===== config.mk =====
export PLATFORM = sky130hd
export DESIGN_NAME = sb_switch_gen2
export DESIGN_NICKNAME = d
export VERILOG_FILES = /design/src/rtl/sb_switch_gen2.sv
export SDC_FILE = /design/constraint.sdc
export NUM_CORES = 1
export LEC_CHECK = 0
export ABC_AREA = 1
export CORE_AREA = 2 2 93 95
export CTS_CLUSTER_SIZE = 20
export DETAILED_ROUTE_END_ITERATION = 8
export DIE_AREA = 0 0 95 97
export HOLD_SLACK_MARGIN = 0.1
export PLACE_DENSITY = 0.77
export SYNTH_ARGS = -nofsm -noshare
export SYNTH_HDL_FRONTEND = slang
export SYNTH_SLANG_ARGS = --single-unit

===== constraint.sdc =====
create_clock -name prog_clk -period 5.52 [get_ports prog_clk]
set_clock_uncertainty 0.05 [all_clocks]
set_input_delay 1.104 -clock prog_clk [delete_from_list [all_inputs] [get_ports prog_clk]]
set_output_delay 1.104 -clock prog_clk [all_outputs]
set_load 0.05 [all_outputs]

===== src/rtl/sb_switch_gen2.sv =====
// Four-sided switch box with a serially loaded, commit-protected routing config.
// Each output bit selects zero or one of the other three sides' matching bit.
module sb_switch_gen2 #(
    parameter int W       = 4,
    parameter bit REG_OUT = 1'b0
) (
    input  logic         prog_clk,
    input  logic         rst,
    input  logic         prog_en,
    input  logic         prog_in,
    input  logic         prog_commit,
    input  logic [W-1:0] in1,
    input  logic [W-1:0] in2,
    input  logic [W-1:0] in3,
    input  logic [W-1:0] in4,
    output logic [W-1:0] out1,
    output logic [W-1:0] out2,
    output logic [W-1:0] out3,
    output logic [W-1:0] out4,
    output logic         prog_out,
    output logic         cfg_valid,
    output logic         cfg_err
);

    localparam int CFG_BITS = 8 * W;
    // One spare count beyond CFG_BITS so the overshift into ERR is representable.
    localparam int CW = $clog2(CFG_BITS + 2);

    typedef enum logic [1:0] {IDLE, LOAD, FULL, ERR} state_t;

    state_t              state_q, state_d;
    logic [CFG_BITS-1:0] shadow_q, shadow_d;
    logic [CFG_BITS-1:0] active_q, active_d;
    logic [CW-1:0]       cnt_q, cnt_d;
    logic                valid_q, valid_d;
    logic                err_q, err_d;

    logic                shift_ok;
    logic                commit_ok;
    logic                commit_bad;

    logic [W-1:0]        side_in [4];
    logic [W-1:0]        route   [4];

    always_ff @(posedge prog_clk or posedge rst) begin
        if (rst) begin
            state_q  <= IDLE;
            shadow_q <= '0;
            active_q <= '0;
            cnt_q    <= '0;
            valid_q  <= 1'b0;
            err_q    <= 1'b0;
        end else begin
            state_q  <= state_d;
            shadow_q <= shadow_d;
            active_q <= active_d;
            cnt_q    <= cnt_d;
            valid_q  <= valid_d;
            err_q    <= err_d;
        end
    end

    always_comb begin
        state_d = state_q;
        if (prog_commit) begin
            state_d = IDLE;
        end else if (prog_en) begin
            unique case (state_q)
                IDLE: state_d = LOAD;
                LOAD: if (cnt_q == CW'(CFG_BITS - 1)) state_d = FULL;
                FULL: state_d = ERR;
                ERR:  state_d = ERR;
                default: state_d = IDLE;
            endcase
        end
    end

    // Commit has priority: a shift requested in the same cycle is dropped.
    always_comb begin
        shift_ok   = prog_en && !prog_commit && (state_q != ERR);
        commit_ok  = prog_commit && (state_q == FULL);
        commit_bad = prog_commit && (state_q != FULL);
    end

    always_comb begin
        shadow_d = shift_ok ? {prog_in, shadow_q[CFG_BITS-1:1]} : shadow_q;
        active_d = commit_ok ? shadow_q : active_q;
        if (prog_commit)   cnt_d = '0;
        else if (shift_ok) cnt_d = cnt_q + CW'(1);
        else               cnt_d = cnt_q;
        valid_d = valid_q | commit_ok;
        if (commit_ok)       err_d = 1'b0;
        else if (commit_bad) err_d = 1'b1;
        else                 err_d = err_q;
    end

    // Code 1..3 picks the other sides in ascending order, skipping the own side.
    always_comb begin
        logic [1:0] code;
        logic [1:0] j;
        logic [1:0] src;
        code       = 2'b00;
        j          = 2'b00;
        src        = 2'b00;
        side_in[0] = in1;
        side_in[1] = in2;
        side_in[2] = in3;
        side_in[3] = in4;
        for (int unsigned s = 0; s < 4; s++) begin
            for (int unsigned b = 0; b < W; b++) begin
                route[s][b] = 1'b0;
                code = active_q[2*(s*W+b) +: 2];
                if (code != 2'b00) begin
                    j   = code - 2'd1;
                    src = (j >= s[1:0]) ? j + 2'd1 : j;
                    route[s][b] = side_in[src][b];
                end
            end
        end
    end

    generate
        if (REG_OUT) begin : g_reg_out
            logic [W-1:0] out_q [4];
            always_ff @(posedge prog_clk or posedge rst) begin
                if (rst) out_q <= '{default: '0};
                else     out_q <= route;
            end
            assign out1 = out_q[0];
            assign out2 = out_q[1];
            assign out3 = out_q[2];
            assign out4 = out_q[3];
        end else begin : g_comb_out
            assign out1 = route[0];
            assign out2 = route[1];
            assign out3 = route[2];
            assign out4 = route[3];
        end
    endgenerate

    assign prog_out  = shadow_q[0];
    assign cfg_valid = valid_q;
    assign cfg_err   = err_q;

endmodule


# Yosys cells after proc, flatten, opt, wreduce, memory -nomap -nowiden
# Index checks and enable logic that the tools add are counted.
# word_totals
word_cells,210
regBits,74
# classes
bitwise,17
n_mux,88
addsub,33
reduce_logical,27
order_cmp,32
n_eq_ne,7
# ops
cell,count
4-bit binary-select mux with 2-bit select,16
2-bit 2-to-1 mux,27
3-bit >= comparator (second input constant),16
2-bit NOT with 3-bit output,16
2-bit nonzero test,19
2-bit by 1-bit adder with 2-bit output (second input constant),16
4-bit 2-to-1 mux,8
2-bit by 1-bit subtractor with 2-bit output (second input constant),16
1-bit 2-to-1 mux,26
3-bit 2-to-1 mux,8
2-bit by 1-bit >= comparator with 1-bit output (second input constant),8
2-bit >= comparator (second input constant),8
6-bit 2-to-1 mux,2
6-bit by 1-bit adder with 6-bit output (second input constant),1
6-bit by 5-bit == test with 1-bit output (second input constant),1
2-bit one-hot mux with 3 select lines,1
2-bit == test (second input constant),2
1-bit logical AND,4
2-bit inequality test (second input constant),2
3-bit inequality test (second input constant),1
2-bit by 1-bit == test with 1-bit output (second input constant),1
2-bit logical NOT,1
2-bit AND reduction,1
2-bit OR reduction,1
2 further kinds,2

# Logic depth before layout (Yosys ltp)
# logic_depth
ltp_word,8
mapped_depth,9

# Least setup slack after synthesis
# No wires, ideal clock.
# synth_path
path_type,in2out
startpoint,input port in1[0]
endpoint,output port out4[0]
stages,2
arrival_time_ps,2224
slack_ps,2142
path_cell_list,nor2_1 > nor3_1
# synth_between
elab_chain_len,4
# synth_rtl
item,line_no,rtl
from (decl),12,"input logic [W-1:0] in1,"
4-bit binary-select mux with 2-bit select,116,route[s][b] = side_in[src][b];
1-bit 2-to-1 mux (not written as such) (2 in series),116,
1-bit 2-to-1 mux,113,if (code != 2'b00) begin
to (decl),19,"output logic [W-1:0] out4,"
# Every way passes these cells. The select of a mux whose other input is x is not followed.

# Final worst setup path
# layout_path
startpoint,input port in2[3]
endpoint,output port out1[3]
# layout_between
elab_chain_len,4
# layout_rtl
item,line_no,rtl
from (decl),13,"input logic [W-1:0] in2,"
4-bit binary-select mux with 2-bit select,116,
4-bit 2-to-1 mux (not written as such) (2 in series),116,
1-bit 2-to-1 mux,113,
to (decl),16,"output logic [W-1:0] out1,"
# Every way passes these cells. The select of a mux whose other input is x is not followed.

==> impl_metrics.yaml <==
outcome:
  run_status: "complete, no violations"
clock_network:
  root_buffer: "clkbuf_8"
  hold_buffers: 0
  htreeDepth: 3
  cts_buffers: 9
  clkTransAtPathRegs_ns: 0.07
  cts_buffer_depth: 2
  ctsResizeCount: 0
  cts_tree: "yes"
  post-cts-setup-buffers: 0
  clock_latency_ns: 0.34
  cts_sinks: 74
placed_design:
  place_area_sq_um: 4280
  gp_congestion: 0.824
  port_buffers: 39
  hpwlAfterDp_microns: 5230
  place_ws_ns: 1.50
synthesis:
  synthSimpleGateAreaFrac_pct: 19.1
  synth_nets: 526
  synth-xor-area-share_pct: 1.14
  synth_top_family_by_area: "simple AND/OR/NAND/NOR gates"
  ys_types: 21
  ys_ff_latch: 74
  synthMuxAreaShare_pct: 0
  yosysSeqAreaShare_pct: 48.1
  yosysWarnings: 0
  synthAdderAreaFrac_pct: 6.83
  synth_area_sq_um: 3850
  avgSynthCellArea_sq_um: 7.95
  netlist_instances: 484
  synth_compound_area_share_pct: 14.0
power:
  pwr-share-seq_pct: 45.0
  switching_share_pct: 30.3
  p_comb_share_pct: 21.6
  p_leak_uw: 0.00208
  p_clk_share_pct: 33.4
  irDropWorstVdd_uv: 253
  intPower_uw: 1010
  p_switching_uw: 439
  cellPowerDensity_nw_per_um2: 321
grt:
  grt_max_degree: 66
  antenna_found_initial: 0
  overflow: 0
  grt_pass1_vias: 2922
  track_usage_pct: 17.1
  grt_pass1_wl_microns: 12600
floorplanning:
  core_sq_um: 8130
  die_w_microns: 95
  start_util_pct: 47.3
  ioPinCount: 40
  core.rowCount: 33
  chipHeight_microns: 97
  dieArea_sq_um: 9220
timing:
  grt_setup_unrepaired: "no"
  finalCriticalPeriod_ns: 4.02
  worst_slew_pin_slew_ns: 1.04
  post-route-period-util_pct: 72.8
  slew_viol_final: 0
  tns_ns: 0
  setup_slack_ns: 1.50
  fmax_ghz: 0.249
  slew_headroom_pct: 30.3
  final-hold-violation-count: 0
  setup_viol: 0
critical_path:
  rr_worst_depth: 6
  r2r_slack_ns: 3.50
  r2r-start: "state_q[1]$_DFFE_PP0P_"
  cp_cell_sequence: "clkdlybuf4s50_1 -> inv_1 -> a21oi_1 -> o21ai_0 -> a21oi_1 -> clkdlybuf4s50_1"
  crit_required_ns: 4.37
  crit_slowest_cell: "clkdlybuf4s50_1"
  r2r_end: "cnt_q[4]$_DFFE_PP0P_"
  critPathMaxStageDelay_ns: 0.82
  critical_path_class: "in2out"
  critical_path_arrival_ns: 2.87
  crit_path_end_kind: "output port"
  critPathLaunchType: "input pin"
  crit_fanout: 3
final_layout:
  final_cell_mix: "nand2_1, inv_1, dfrtp_1, o21ai_0, clkdlybuf4s50_1"
  nFillCells: 740
  num_antenna_cells: 0
  nets: 564
  fin_area_sq_um: 4520
  utilization_pct: 55.5
  seqCellArea_sq_um: 1850
  drive_gt1_share_pct: 4.55
  multi_input_area_sq_um: 1580
  layout_commonest_cell: "nand2_1"
  syn2layout_area_growth_pct: 17.3
routing:
  wire_per_inst_microns: 11.5
  first_iter_violations: 186
  drcViolationCount: 0
  wl_microns: 7240
  first_pass_iters: 4
  vias_per_cell: 4.92
  ant_nets: 0
  via_count: 3112
min_path:
  holdCritPathClass: "reg2reg"
  holdPathStages: 1
  min_from: "cfg_valid$_DFF_PP0_"
  hold_end: "cfg_valid$_DFF_PP0_"
run:
  cap_viol_max_count: 0
cell usage after synthesis (all sizes together):
master / instances / area (sq um)
o211ai: 3 / 22.5
nor2: 32 / 128
clkbuf: 4 / 17.5
xor2: 4 / 35.0
nand3: 24 / 130
inv: 85 / 319
a21oi: 22 / 110
o21ai: 81 / 405
nand2: 118 / 443
buf: 9 / 82.6
ha: 21 / 263
nor3: 4 / 20.0
xnor2: 1 / 8.76
or2: 2 / 12.5
dfrtp: 74 / 1850
through the flow:
step | hold slack, ns | cells | power (uW)
detailed placement | 0.409 | 616 | 972
global route | 0.459 | 632 | 1530
finish | 0.417 | 632 | 1450
floorplan | 0.403 | 484 | 877
global placement | 0.405 | 616 | 959
CTS | 0.425 | 632 | 1460
critical path, delay by kind of cell:
family                 cells  cell delay (ns)
AOI/OAI and AO/OA          3             0.38
buffers and inverters      3             1.39
cell type report:
class	instances	share of cell area [%]
Inverter	85	7.07
Tap cell	105	2.91
Multi-Input combinational cell	312	34.9
Clock buffer	12	3.66
Timing Repair Buffer	40	8.81
Clock inverter	4	1.61
Sequential cell	74	41.0
registers in the layout (all words and copies together), names as in the netlist:
signal / cells
active_q: 32
state_q: 2
cfg_err: 1
cnt_q: 6
shadow_q: 32
cfg_valid: 1
power by group through the flow:
stage	combinational (uW)	sequential [uW]	clock, uW
6_report	312	652	483
5_1_grt	353	661	512
4_1_cts	315	652	489
3_5_place_dp	311	661	0
3_3_place_gp	301	657	0
2_1_floorplan	219	658	0
metal layers:
metal  share of wire [%]  track usage, %  wire, microns  vias to the layer above
li1                    -               -              -                     1599
met1                  45            22.7           3290                     1442
met2                  48            27.6           3450                       58
met5                   0               0              0                        -
met4                 1.9            6.24            136                        0
met3                 5.0            3.66            363                       13
worst max-delay path by stage:
stage / to / start
2_1_floorplan: out4[0] / in1[0]
3_3_place_gp: out2[2] / in1[2]
3_5_place_dp: out2[0] / in1[0]
4_1_cts: out2[0] / in1[0]
5_1_grt: out1[2] / in2[2]
6_report: out1[3] / in2[3]
logic make-up (layout without fill, tap and decap cells):
family | count (synthesis) | in the layout
flip-flops | 74 | 74
AO/OA/AOI/OAI | 106 | 106
adder cells (fa/ha/maj) | 21 | 21
buffers and inverters | 98 | 141
XOR/XNOR | 5 | 5
AND/OR/NAND/NOR | 180 | 180
No activity file was read; power rests on OpenSTA's default activity.
==> RTL change (same settings) <==
Change the parameter `W` from 4 to 2.
--- a/src/rtl/sb_switch_gen2.sv
+++ b/src/rtl/sb_switch_gen2.sv
@@ -3,3 +3,3 @@
 module sb_switch_gen2 #(
-    parameter int W       = 4,
+    parameter int W       = 2,
     parameter bit REG_OUT = 1'b0
Ports: changed (8 resized); port bits go from 40 to 24. No check against the original RTL was run, so the function may have changed too.
==> RTL change against the unedited design <==
- hold slack gained 0.0076 ns
- setup slack better by 0.0053 ns
- non-clock buffer count is 16 lower
- synthesized cell count decreased by 49%
- sequential cell count shrank 33
- design area fell by 44%
- power shrank 36%
- sequential power down 37%
- synthesized area shrank 45%
- routed wire length decreased by 48%
- critical endpoint is now out1[0]
==> RTL change: results (changes against the unedited design) <==
set qor(outcome) {complete, no violations}
set qor(buffer_ports.inserted) 23 ;# -41%
set qor(timing.reg2reg.setup_slack_ns) 4.04 ;# +0.54 ns
set qor(slew_at_the_pin_closest_to_its_max_slew_limit_ns) 0.552 ;# -0.492 ns
set qor(wl_met2_um) 1870 ;# -46%
set qor(layout-drive-gt1-share_pct) 10.6 ;# +6.1 points
set qor(gpl.final_weighted_congestion) 0.779 ;# -5.5%
set qor(dr_total_vias) 1610 ;# -48%
set qor(min_delay_path_depth) 2 ;# +1
set qor(globalRouteMet1Util_pct) 10.8 ;# -12 points
set qor(worst_skew_pair.late_latency_ns) 0.29 ;# -0.05 ns
set qor(worst_r2r_startpoint) {state_q[0]$_DFFE_PP0P_}
set qor(cts_buffer_count) 5 ;# -4
set qor(use_met2_pct) 15.4 ;# -12 points
set qor(fin_worst_hold_slack_ns) 0.424 ;# +0.00757 ns
set qor(yosys.cell_types.count) 24 ;# +14%
set qor(half_perimeter_wire_length_after_detailed_placement_um) 2770 ;# -47%
set qor(gr-usage-met3_pct) 2.26 ;# -1.4 points
set qor(yosys-top-cells-area) {sky130_fd_sc_hd__dfrtp_1 (48%), sky130_fd_sc_hd__nand2_1 (9.8%), sky130_fd_sc_hd__inv_1 (7.1%)}
set qor(h-tree-depth) 2 ;# -1
set qor(place_inst) 370 ;# -40%
set qor(routed_via_density) 4.26 ;# -14%
set qor(vdd.ir_drop.worst_v) 0.000136 ;# -46%
set qor(power_report.internal_total_uw) 571 ;# -43%
set qor(pin_count_of_the_biggest_net_entering_global_routing) 42 ;# -36%
==> RTL change: changes by cell type after synthesis, sizes merged, moves of 13 or more <==
cell   change
dfrtp     -33
inv       -43
nand2     -62
nand3     -13
nor2      -13
o21ai     -41
==> RTL change: power groups by stage <==
stage / logic, uW / clock network (uW) / registers (uW)
4_1_cts: 327 / 197 / 412
3_3_place_gp: 314 / 0 / 414
6_report: 323 / 189 / 411
3_5_place_dp: 326 / 0 / 417
5_1_grt: 364 / 207 / 421
2_1_floorplan: 243 / 0 / 409
==> RTL change: cell type report <==
cell class	count	area, um^2
Clock buffer	5	68.8
Fill cell	848	5630
Timing Repair Buffer	24	238
Inverter	42	158
Sequential cell	41	1030
Clock inverter	3	17.5
Multi-Input combinational cell	158	867
Tap cell	105	131
==> RTL change: worst reg2reg max path: stages, from the launching register on <==
cell	delay, ns
sky130_fd_sc_hd__dfrtp_1	0.43
sky130_fd_sc_hd__nand2_1	0.12
sky130_fd_sc_hd__nand3_4	0.36
sky130_fd_sc_hd__nor2_1	0.26
sky130_fd_sc_hd__nand2_1	0.07
sky130_fd_sc_hd__nand2_1	0.06
sky130_fd_sc_hd__nor2_1	0.03
==> RTL change: cells by family (layout without fill, tap and decap cells) <==
logic type | after synthesis | after routing | share of synthesized area, %
xor+xnor | 2 | 2 | 0.828
fa+ha+maj | 10 | 10 | 5.91
compound gates | 57 | 57 | 16.8
buf+inv | 48 | 74 | 10.6
flops | 41 | 41 | 48.5
simple gates | 89 | 89 | 17.4
==> RTL change: how the worst max path moves through the flow <==
stage,from,end,cells after the start
finish,in2[0],out1[0],6
global route,in2[0],out1[0],6
CTS,in2[0],out1[0],6
detailed placement,in2[0],out1[0],6
global placement,in2[0],out1[0],6
floorplan,in4[1],out3[1],3
